[src/rtl/pipe_pkg.sv]
// Shared types and constants for the elastic inter-stage pipeline registers.
// State encoding doubles as the occupancy count (EMPTY=0, ONE=1, FULL=2).
package pipe_pkg;

  typedef enum logic [1:0] {
    ST_EMPTY = 2'd0,
    ST_ONE   = 2'd1,
    ST_FULL  = 2'd2
  } pipe_state_t;

  // MIPS sll $0,$0,0 -- bubble payload for IF/ID instances.
  localparam logic [31:0] NOP_INSTR = 32'h0000_0000;

endpackage

[src/rtl/pipe_stage_reg_sat_counter.sv]
// Saturating up-counter: count advances by one on each cycle with inc high, sticks at all-ones.
// Latency 1 cycle from inc to count; no backpressure, synchronous active-high clear.
module sat_counter #(
  parameter int W = 16
) (
  input  logic         clk,
  input  logic         rst,
  input  logic         inc,
  output logic [W-1:0] count
);

  always_ff @(posedge clk) begin
    if (rst) begin
      count <= '0;
    end else if (inc && (count != {W{1'b1}})) begin
      count <= count + 1'b1;
    end
  end

endmodule

[src/rtl/pipe_stage_reg.sv]
// Elastic pipeline register (PC + payload): valid/ready, optional 2-entry skid, flush-to-bubble.
// Latency 1 cycle; SKID=1 gives a registered in_ready (low only when FULL), SKID=0 a combinational one.
module pipe_stage_reg
  import pipe_pkg::*;
#(
  parameter int                DATA_W   = 32,
  parameter int                PC_W     = 32,
  parameter logic [DATA_W-1:0] NOP_WORD = {DATA_W{1'b0}},
  parameter bit                SKID     = 1'b1,
  parameter int                CNT_W    = 16
) (
  input  logic              clk,
  input  logic              rst,
  input  logic              in_valid,
  output logic              in_ready,
  input  logic [PC_W-1:0]   in_pc,
  input  logic [DATA_W-1:0] in_data,
  input  logic              flush,
  output logic              out_valid,
  input  logic              out_ready,
  output logic [PC_W-1:0]   out_pc,
  output logic [DATA_W-1:0] out_data,
  output logic [1:0]        occupancy,
  output logic [CNT_W-1:0]  stall_cnt
);

  pipe_state_t       state, state_nxt;
  logic              accept, drain;
  logic              load_main_in, load_main_skid, load_skid;
  logic [PC_W-1:0]   main_pc, skid_pc;
  logic [DATA_W-1:0] main_data, skid_data;

  assign out_valid = (state != ST_EMPTY);
  assign accept    = in_valid && in_ready;
  assign drain     = out_valid && out_ready;
  assign occupancy = state;

  if (SKID) begin : g_skid
    assign in_ready = (state != ST_FULL);
  end else begin : g_noskid
    // Without a skid slot, a slot frees up only when the head leaves on this same edge.
    assign in_ready = !out_valid || out_ready;
  end

  always_ff @(posedge clk) begin
    if (rst) begin
      state <= ST_EMPTY;
    end else begin
      state <= state_nxt;
    end
  end

  always_comb begin
    state_nxt      = state;
    load_main_in   = 1'b0;
    load_main_skid = 1'b0;
    load_skid      = 1'b0;
    case (state)
      ST_EMPTY: begin
        if (accept) begin
          state_nxt    = ST_ONE;
          load_main_in = 1'b1;
        end
      end
      ST_ONE: begin
        if (accept && drain) begin
          load_main_in = 1'b1;
        end else if (accept) begin
          state_nxt = ST_FULL;
          load_skid = 1'b1;
        end else if (drain) begin
          state_nxt = ST_EMPTY;
        end
      end
      ST_FULL: begin
        if (drain) begin
          state_nxt      = ST_ONE;
          load_main_skid = 1'b1;
        end
      end
      default: state_nxt = ST_EMPTY;
    endcase
    // Squash wins over any accept; a same-edge drain has already been captured downstream.
    if (flush) begin
      state_nxt = ST_EMPTY;
    end
  end

  always_ff @(posedge clk) begin
    if (rst) begin
      main_pc   <= '0;
      main_data <= '0;
      skid_pc   <= '0;
      skid_data <= '0;
    end else begin
      if (load_main_in) begin
        main_pc   <= in_pc;
        main_data <= in_data;
      end else if (load_main_skid) begin
        main_pc   <= skid_pc;
        main_data <= skid_data;
      end
      if (load_skid) begin
        skid_pc   <= in_pc;
        skid_data <= in_data;
      end
    end
  end

  assign out_pc   = out_valid ? main_pc   : {PC_W{1'b0}};
  assign out_data = out_valid ? main_data : NOP_WORD;

  sat_counter #(
    .W(CNT_W)
  ) u_stall_cnt (
    .clk   (clk),
    .rst   (rst),
    .inc   (out_valid && !out_ready),
    .count (stall_cnt)
  );

endmodule

[config.mk]
export PLATFORM = sky130hd
export DESIGN_NAME = pipe_stage_reg
export DESIGN_NICKNAME = d
export VERILOG_FILES = /design/src/rtl/pipe_pkg.sv /design/src/rtl/pipe_stage_reg_sat_counter.sv /design/src/rtl/pipe_stage_reg.sv
export SDC_FILE = /design/constraint.sdc
export NUM_CORES = 1
export LEC_CHECK = 0
export BUFFER_PORTS_ARGS = -buffer_cell sky130_fd_sc_hd__buf_2
export CAP_MARGIN = 10
export CORE_UTILIZATION = 48
export DETAILED_ROUTE_END_ITERATION = 8
export GPL_ROUTABILITY_DRIVEN = 0
export PLACE_DENSITY = 0.75
export SLEW_MARGIN = 20
export SYNTH_ARGS = -nofsm -noshare
export SYNTH_HDL_FRONTEND = slang
export SYNTH_SLANG_ARGS = --single-unit
[constraint.sdc]
create_clock -name clk -period 1.75 [get_ports clk]
set_clock_uncertainty 0.05 [all_clocks]
set_input_delay 0.175 -clock clk [delete_from_list [all_inputs] [get_ports clk]]
set_output_delay 0.175 -clock clk [all_outputs]
set_load 0.1 [all_outputs]
; Word level (Yosys, flattened, before mapping)
; Index checks and enable logic that the tools add are counted.
[classes]
add_sub_neg = 1
eq_ne = 8
n_mux = 19
reduce_logical = 11
[op_table]
columns = cell, count
row1 = $mux W32, 6
row2 = $add A16 B1 Y16 const B, 1
row3 = $ne A16 B16 Y1 const B, 1
row4 = $mux W2, 5
row5 = $ne A2 B2 Y1 const B, 4
row6 = $mux W1, 6
row7 = $pmux W2 S3, 1
row8 = $logic_and A1 B1 Y1, 5
row9 = $reduce_and A4 Y1, 1
row10 = $reduce_bool A2 Y1, 2
row11 = $ne A3 B3 Y1 const B, 1
row12 = $eq A2 B1 Y1 const B, 1
row13 = $eq A2 B2 Y1 const B, 1
row14 = $logic_not A2 Y1, 1
row15 = $pmux W1 S2, 1
row16 = $reduce_or A2 Y1, 1
row17 = $logic_not A1 Y1, 1
[word_totals]
reg_bits = 146
inputBits = 69
out_inout_bits = 84
wordCells = 45

; Depth between registers and ports, before layout
; Gate-level depths: netlist (run 1).
[depth]
word_depth = 6
mapped_depth = 7

; Cells and area by module
; From an unflattened synthesis (run 1), not the netlist that was laid out.
[unflattened]
cells_unflattened = 767
area_unflattened_um2 = 6348.6
[modules_own_cells]
columns = module, instances, cells_each, area_each_um2
row1 = pipe_stage_reg, 1, 668, 5500.3
row2 = sat_counter, 1, 99, 848.3

; Worst setup path after synthesis (run 1)
; Ideal clock, no wire load.
[synth_timing]
path_kind = register to output
start = register state[0] (netlist: occupancy[0])
end = output port out_data[22]
arrival_time_ps = 3211
required_time_ps = 1525
path_slack_ps = -1686
stages_incl_launch_ff = 5
path_cell_list = dfxtp_1 > buf_2 > or2_2 > clkbuf_1 > and2_1
[synth_via]
elab_chain_cells = 2
[synth_lines]
columns = item, line_no
row1 = "start, declared", pipe_stage_reg.sv:27  ; pipe_state_t state, state_nxt;
row2 = "start signal, assigned", pipe_stage_reg.sv:49  ; state <= state_nxt;
row3 = $reduce_bool A2 Y1, pipe_stage_reg.sv:33  ; assign out_valid = (state != ST_EMPTY);
row4 = named net out_valid, pipe_stage_reg.sv:19  ; output logic out_valid,
row5 = $mux W32, pipe_stage_reg.sv:111  ; assign out_data = out_valid ? main_data : NOP_WORD;
row6 = "end, declared", pipe_stage_reg.sv:22  ; output logic [DATA_W-1:0] out_data,
; The timed path passes the listed nets, and every way through them passes these cells.

; Final worst setup path (run 1)
[layout_timing]
start = register state[1] (netlist: occupancy[1])
end = output port out_pc[7]
[layout_via]
elab_chain_cells = 2
[layout_lines]
columns = item, line_no
row1 = $reduce_bool A2 Y1, pipe_stage_reg.sv:33
row2 = $mux W32, pipe_stage_reg.sv:110  ; assign out_pc = out_valid ? main_pc : {PC_W{1'b0}};
row3 = "end, declared", pipe_stage_reg.sv:21  ; output logic [PC_W-1:0] out_pc,
; Every way passes these cells.

==> results of run 1 <==
-- per-layer routing --
layer	up-vias	share of wire (%)	track usage (%)	wire [um]
met5	-	0	0	0
met4	0	2.7	11.7	556
met3	64	7.7	6.59	1560
met2	330	49	48.6	9990
met1	3242	40	34.7	8200
li1	3260	-	-	-
-- cell families (layout without fill, tap and decap cells) --
kind of cell | count (synthesis) | in the layout
buf+inv | 80 | 295
simple gates | 438 | 439
flops | 146 | 146
compound gates | 155 | 155
mux | 11 | 11
fa+ha+maj | 1 | 1
-- flip-flops by register name (all words and copies together), names as in the netlist --
signal and count:
skid_data 32, u_stall_cnt.count 16, skid_pc 32, main_data 32
main_pc 32, occupancy 2
-- how the worst max path moves through the flow --
stage,to,slack (ns),cells after the start
2_1_floorplan,u_stall_cnt.count[13],-0.09,5
3_3_place_gp,u_stall_cnt.count[9],0.06,6
3_5_place_dp,u_stall_cnt.count[8],0.05,6
4_1_cts,out_pc[7],-0.11,4
5_1_grt,out_pc[16],-0.12,4
6_report,out_pc[7],-0.09,4
-- per-stage QoR --
stage	setup WS (ns)	TNS [ns]	utilization, %
after floorplan	-0.0936	-0.487	-
after global placement	0.0587	0	68.3
after detailed placement	0.0457	0	68.3
after CTS	-0.106	-5.78	79.3
after global routing	-0.120	-6.29	80.5
final	-0.0908	-4.21	80.5
-- report_power, final --
group	internal [mW]	switching [mW]	total [mW]
clock network	2.53	1.37	3.90
logic	0.542	0.768	1.31
registers	3.44	0.0780	3.52
total	6.52	2.21	8.73
-- final cells by class --
class / instances / area (um^2)
Clock buffer: 22 / 485
Clock inverter: 10 / 151
Fill cell: 787 / 2500
Inverter: 5 / 22.5
Multi-Input combinational cell: 606 / 3550
Sequential cell: 146 / 2990
Tap cell: 172 / 215
Timing Repair Buffer: 258 / 2910
-- placed cells by master (no fill, tap or decap), drive strengths merged, types with 2 or more instances in the layout --
cell type,Yosys,final
nor4,4,4
a311oi,67,67
bufinv,0,4
clkbuf,51,22
dlygate4sd3,0,65
and2,65,65
nor3b,2,2
nor2b,10,10
dfxtp,146,146
buf,24,192
a211oi,2,2
clkinv,0,5
nand4,4,5
inv,5,5
nor3,3,3
or2,2,2
nor2,77,77
mux2i,2,2
a2111oi,2,2
nand2b,2,2
a21oi,74,74
or4,3,3
nand2,197,197
mux2,9,9
nand3,67,67
o31ai,2,2
o21ai,3,3
-- what timing repair did --
action | in CTS | in global routing
hold buffers | 65 | 0
setup buffers | 3 | 5
endpoints found under the hold margin | 92 | 0
setup endpoints to repair | 66 | 131
resized for setup | 13 | 22
gates cloned | 2 | 1
pin swaps | 5 | 14
-- worst register-to-register path, stage by stage (launching register included) --
cell and delay (ns):
dfxtp_4 0.38, ha_4 0.19, nand2_4 0.09, nor3_4 0.05, buf_12 0.15, a2111oi_4 0.35, mux2_2 0.36
==> run summary, run 1 <==
Most used DFF post-synth -> dfxtp_1
DRT iter0 DRCs -> 677
max-capacitance violation count -> 0
Final Hold Fails -> 0
Lkg Pwr -> 4.00 nW
Final WS setup -> -0.0908 ns
FP Rows -> 41
Worst VDD drop -> 0.000630 V
worst setup path class -> register to primary output
Residual DRC -> 0
Reg2Reg Launch Point -> u_stall_cnt.count[1]
Synth Area in Compound Gates -> 16.5%
Starting Density -> 50.1%
vias in the first global route -> 6608
worst-path cell chain -> or2_4 > buf_12 > and2_4 > buf_12
Synth Area in Simple Gates -> 31.0%
worst-case reg-to-reg path depth -> 6
Vias/cell -> 5.66
Non-Filler Instances -> 1219
worst path required time -> 1.52 ns
total power -> 8.73 mW
hold_sp -> out_ready
WHS Endpoint -> occupancy[1]
Worst-Margin Slew -> 0.654 ns
worst hold stages -> 3
H-tree levels -> 4
Finish-stage setup viols -> 65
final cycle utilization of the critical path -> 105%
failing checks -> negative setup slack
most frequent cell after synthesis -> nand2_1
first-pass GRT wire length -> 32.2 mm
main combinational cell family by area after synthesis -> simple AND/OR/NAND/NOR gates
final hold slack -> 0.119 ns
final slew viol count -> 0
cell area after synthesis -> 0.00643 mm^2
Startpoint Class -> register
Crit. Startpoint -> occupancy[1]
io pins -> 153
Yosys cell types -> 37
family with the most delay on the worst path -> simple AND/OR/NAND/NOR gates
WP data arrival -> 1.62 ns
cell accounting for the most synthesized area -> dfxtp_1
status -> finished, violations left
cell mode on critical path -> buf_12
largest net degree at the start of global routing -> 57
# placed instances -> 1111
post-DP HPWL -> 11.3 mm
P per Cell Area -> 846 mW/mm^2
post-layout instance area -> 0.0103 mm^2
RSZ-0062 raised after global routing -> yes
number of clock sinks -> 146
Worst setup EP type -> primary output
fin crit period -> 1.84 ns
reg-to-reg slack, setup -> 0.03 ns
slowest stage delay, CP -> 0.37 ns
xor/xnor cell area share of the yosys netlist -> 0%
YS warnings -> 0
Post-synth EDFFs -> 0
Vias -> 6896
gr usage total -> 28.6%
die footprint -> 0.0139 mm^2
Tightest Hold Check Type -> input port to register
Clk pin slew, worst setup/hold paths -> 0.05 ns
ant diodes -> 0
Clock Path Buffers -> 2
Die Width -> 118 um
drt wl/cell -> 16.7 um
CTS tree -> yes
post-synthesis sequential area ratio -> 45.5%
main area contributors after synthesis -> dfxtp_1 (45%), nand2_1 (12%), a311oi_1 (9.1%), and2_1 (6.3%), a21oi_1 (5.8%)
layout cells sized above 1 -> 32.4%
Core ar. -> 0.0128 mm^2
Adder-Cell Fraction of Synth Area -> 0.195%
die height -> 118 um
proportion of netlist area held by the largest area contributor -> 45.5%
worst r2r dst -> u_stall_cnt.count[8]
normalized max-slew margin -> 56.4%
Root Driver -> clkbuf_16
Buf+Inv Stages, Crit Path -> 2
antenna violations before repair -> 0
nets -> 1104
FF+latch count, synth -> 146
placed inst area -> 0.00876 mm^2
IO buf count -> 152
highest clock rate -> 0.543 GHz
GR Overflow Total -> 0
syn_nets -> 901
DRT Pass-1 Iters -> 6
post-synthesis async set-or-reset flop share -> 0%
antenna-violating nets left -> 0
Crit Path Max Fanout -> 27
multiplexer share of the synthesized area -> 1.89%
Post-synth top cells -> nand2_1 (197), dfxtp_1 (146), nor2_1 (77)
cell count after synthesis -> 831
area grow syn2layout -> 60.6%
Num CTS Buffers -> 17
final WL -> 20.3 mm
CP max stage cell -> dfxtp_4
worst skew pair latency -> 0.42 ns
Syn Area/Cell -> 7.73 um^2
No activity file was read; power rests on OpenSTA's default activity.
==> inputs of run 2 (changes only) <==
--- a/config.mk
+++ b/config.mk
@@ -5,12 +5,13 @@
 export SDC_FILE = /design/constraint.sdc
 export NUM_CORES = 1
 export LEC_CHECK = 0
+export ABC_AREA = 1
 export BUFFER_PORTS_ARGS = -buffer_cell sky130_fd_sc_hd__buf_2
 export CAP_MARGIN = 10
-export CORE_UTILIZATION = 48
+export CORE_UTILIZATION = 49
 export DETAILED_ROUTE_END_ITERATION = 8
 export GPL_ROUTABILITY_DRIVEN = 0
-export PLACE_DENSITY = 0.75
+export PLACE_DENSITY = 0.77
 export SLEW_MARGIN = 20
 export SYNTH_ARGS = -nofsm -noshare
 export SYNTH_HDL_FRONTEND = slang
==> run 2 against run 1 <==
Net effect:
- the run still ends with negative setup slack left
- maximum frequency increased by 3.8%
- sequential cell count unchanged
- critical path depth increased by 2
- total power decreased by 6.0%
- sequential share of layout area increased by 0.24 points
- clock power decreased by 17%
- via count increased by 5.2%
- sequential power about the same
- setup slack improved by 0.068 ns
- register-to-register slack about the same
- synthesized area increased by 0.55%
==> run summary, run 2 <==
post-synthesis sequential area ratio -> 45.2% (-0.25 points)
Vias/cell -> 5.44 (-3.9%)
number of clock sinks -> 146 (unchanged)
WP data arrival -> 1.55 ns (-0.07 ns)
final hold slack -> 0.0475 ns (-0.0712 ns)
Vias -> 7252 (+5.2%)
worst hold stages -> 2 (-1)
normalized max-slew margin -> 66.0% (+9.6 points)
die footprint -> 0.0137 mm^2 (-1.5%)
Crit Path Max Fanout -> 8 (-70%)
worst skew pair latency -> 0.43 ns (about the same)
max-capacitance violation count -> 0 (unchanged)
failing checks -> negative setup slack
final slew viol count -> 0 (unchanged)
highest clock rate -> 0.564 GHz (+3.8%)
Multi-input gate area -> 0.00340 mm^2 (-4.2%)
worst path required time -> 1.52 ns (about the same)
vias in the first global route -> 6893 (+4.3%)
# placed instances -> 1226 (+10%)
DRT iter0 DRCs -> 761 (+12%)
P per Cell Area -> 811 mW/mm^2 (-4.1%)
antenna-violating nets left -> 0 (unchanged)
io pins -> 153 (unchanged)
Worst VDD drop -> 0.000926 V (+47%)
FF+latch count, synth -> 146 (unchanged)
area grow syn2layout -> 56.6%
total power -> 8.21 mW (-6.0%)
Clk pin slew, worst setup/hold paths -> 0.06 ns (about the same)
fin crit period -> 1.77 ns (-0.0676 ns)
Num CTS Buffers -> 17 (unchanged)
Syn Area/Cell -> 6.87 um^2 (-11%)
worst-case reg-to-reg path depth -> 7 (+1)
status -> finished, violations left
main area contributors after synthesis -> dfxtp_1 (45%), o21ai_0 (15%), nor2_1 (13%), nand2_1 (6.9%), a21oi_1 (5.8%)
final WL -> 22.0 mm (+8.6%)
Post-synth top cells -> nor2_1 (219), o21ai_0 (196), dfxtp_1 (146)
Residual DRC -> 0 (unchanged)
final cycle utilization of the critical path -> 101% (-3.9 points)
worst setup path class -> register to primary output
Finish-stage setup viols -> 23 (-65%)
Startpoint Class -> register
DRT Pass-1 Iters -> 6 (unchanged)
Final Hold Fails -> 0 (unchanged)
most frequent cell after synthesis -> nor2_1
H-tree levels -> 4 (unchanged)
syn_nets -> 1011 (+12%)
Most used DFF post-synth -> dfxtp_1
antenna violations before repair -> 0 (unchanged)
YS warnings -> 0 (unchanged)
ant diodes -> 0 (unchanged)
first-pass GRT wire length -> 32.5 mm (+0.99%)
largest net degree at the start of global routing -> 97 (+70%)
cell count after synthesis -> 941 (+13%)
layout cells sized above 1 -> 27.2% (-5.2 points)
drt wl/cell -> 16.5 um (-0.81%)
Worst setup EP type -> primary output
setup_tns -> -0.175 ns (+4.04 ns)
die height -> 117 um (-0.74%)
cell area after synthesis -> 0.00646 mm^2 (+0.55%)
proportion of netlist area held by the largest area contributor -> 45.2% (-0.25 points)
Root Driver -> clkbuf_16
IO buf count -> 152 (unchanged)
commonest non-fill, non-tap cells in the layout -> o21ai_0 (196), nor2_1 (155), dfxtp_1 (128)
gr usage total -> 31.1% (+2.5 points)
Core ar. -> 0.0127 mm^2 (-0.80%)
FF+latch area -> 0.00296 mm^2 (-1.2%)
post-synthesis async set-or-reset flop share -> 0% (unchanged)
Starting Density -> 50.8% (+0.68 points)
nets -> 1220 (+11%)
Final WS setup -> -0.0232 ns (+0.0676 ns)
GR Overflow Total -> 0 (unchanged)
fill cell count -> 843 (+7.1%)
Tightest Hold Check Type -> input port to register
Worst-Margin Slew -> 0.514 ns (-0.140 ns)
Post-synth EDFFs -> 0 (unchanged)
cell accounting for the most synthesized area -> dfxtp_1
post-route core utilization -> 79.5% (-0.96 points)
Lkg Pwr -> 4.13 nW (+3.3%)
CTS tree -> yes
post-DP HPWL -> 10.5 mm (-6.6%)
FP Rows -> 41 (unchanged)
Die Width -> 117 um (-0.74%)
RSZ-0062 raised after global routing -> yes
Non-Filler Instances -> 1334 (+9.4%)
Clock Path Buffers -> 2 (unchanged)
most common cell after layout, fill and taps aside -> o21ai_0
Yosys cell types -> 29 (-22%)
==> run 2: final cells by class <==
type                            instances  area share (%)
Inverter                               85            3.20
Timing Repair Buffer                  253            26.7
Tap cell                              172            2.13
Multi-Input combinational cell        647            33.6
Clock inverter                          5           0.284
Clock buffer                           26            4.83
Sequential cell                       146            29.2
==> run 2: kinds of logic after synthesis <==
kind of cell | Yosys count | synth area share (%)
simple gates | 365 | 22.5
compound gates | 277 | 21.8
buf+inv | 148 | 9.76
flops | 146 | 45.2
xor+xnor | 4 | 0.542
fa+ha+maj | 1 | 0.194
==> run 2: path summary, 6_finish.rpt <==
check | start | end | slack [ns]
setup / recovery | occupancy[0] | out_data[26] | -0.02
hold / removal | rst | u_stall_cnt.count[10] | 0.05
setup reg to reg | occupancy[1] | main_data[20] | 0.02
hold reg to reg | u_stall_cnt.count[14] | u_stall_cnt.count[14] | 0.44
==> run 2: where the power goes <==
part           total [mW]  internal (mW)  switching [mW]
registers            3.54           3.47          0.0748
logic                1.42          0.521           0.899
clock network        3.24           1.91            1.34
total                8.21           5.90            2.31
==> run 2: what timing repair did <==
action                     4_1_cts  5_1_grt
hold endpoints to repair       126        0
setup buffers                    8        1
pin swaps                        1        4
gates resized for setup        174       48
cloned                           2        3
setup endpoints to repair       65       66
hold buffers                    65        0
==> run 2: stage by stage <==
step / instance area (um^2) / setup slack, ns
2_1_floorplan: 7040 / -0.0100
3_3_place_gp: 7960 / 0.214
3_5_place_dp: 7960 / 0.197
4_1_cts: 9890 / -0.109
5_1_grt: 10100 / -0.180
6_report: 10100 / -0.0232
==> run 2: critical path, cell delays in order, from the launching register on <==
cell,delay [ns]
dfxtp_4,0.35
nor2_4,0.15
buf_12,0.20
buf_12,0.13
buf_6,0.10
nor2_4,0.03
buf_12,0.16
==> run 2: per-layer routing <==
layer / GRT usage [%] / vias up / part of all wire (%)
li1: - / 3433 / -
met4: 18.1 / 0 / 5.3
met5: 0 / - / 0
met2: 55.6 / 384 / 51
met1: 33.7 / 3327 / 37
met3: 7.36 / 108 / 6.0
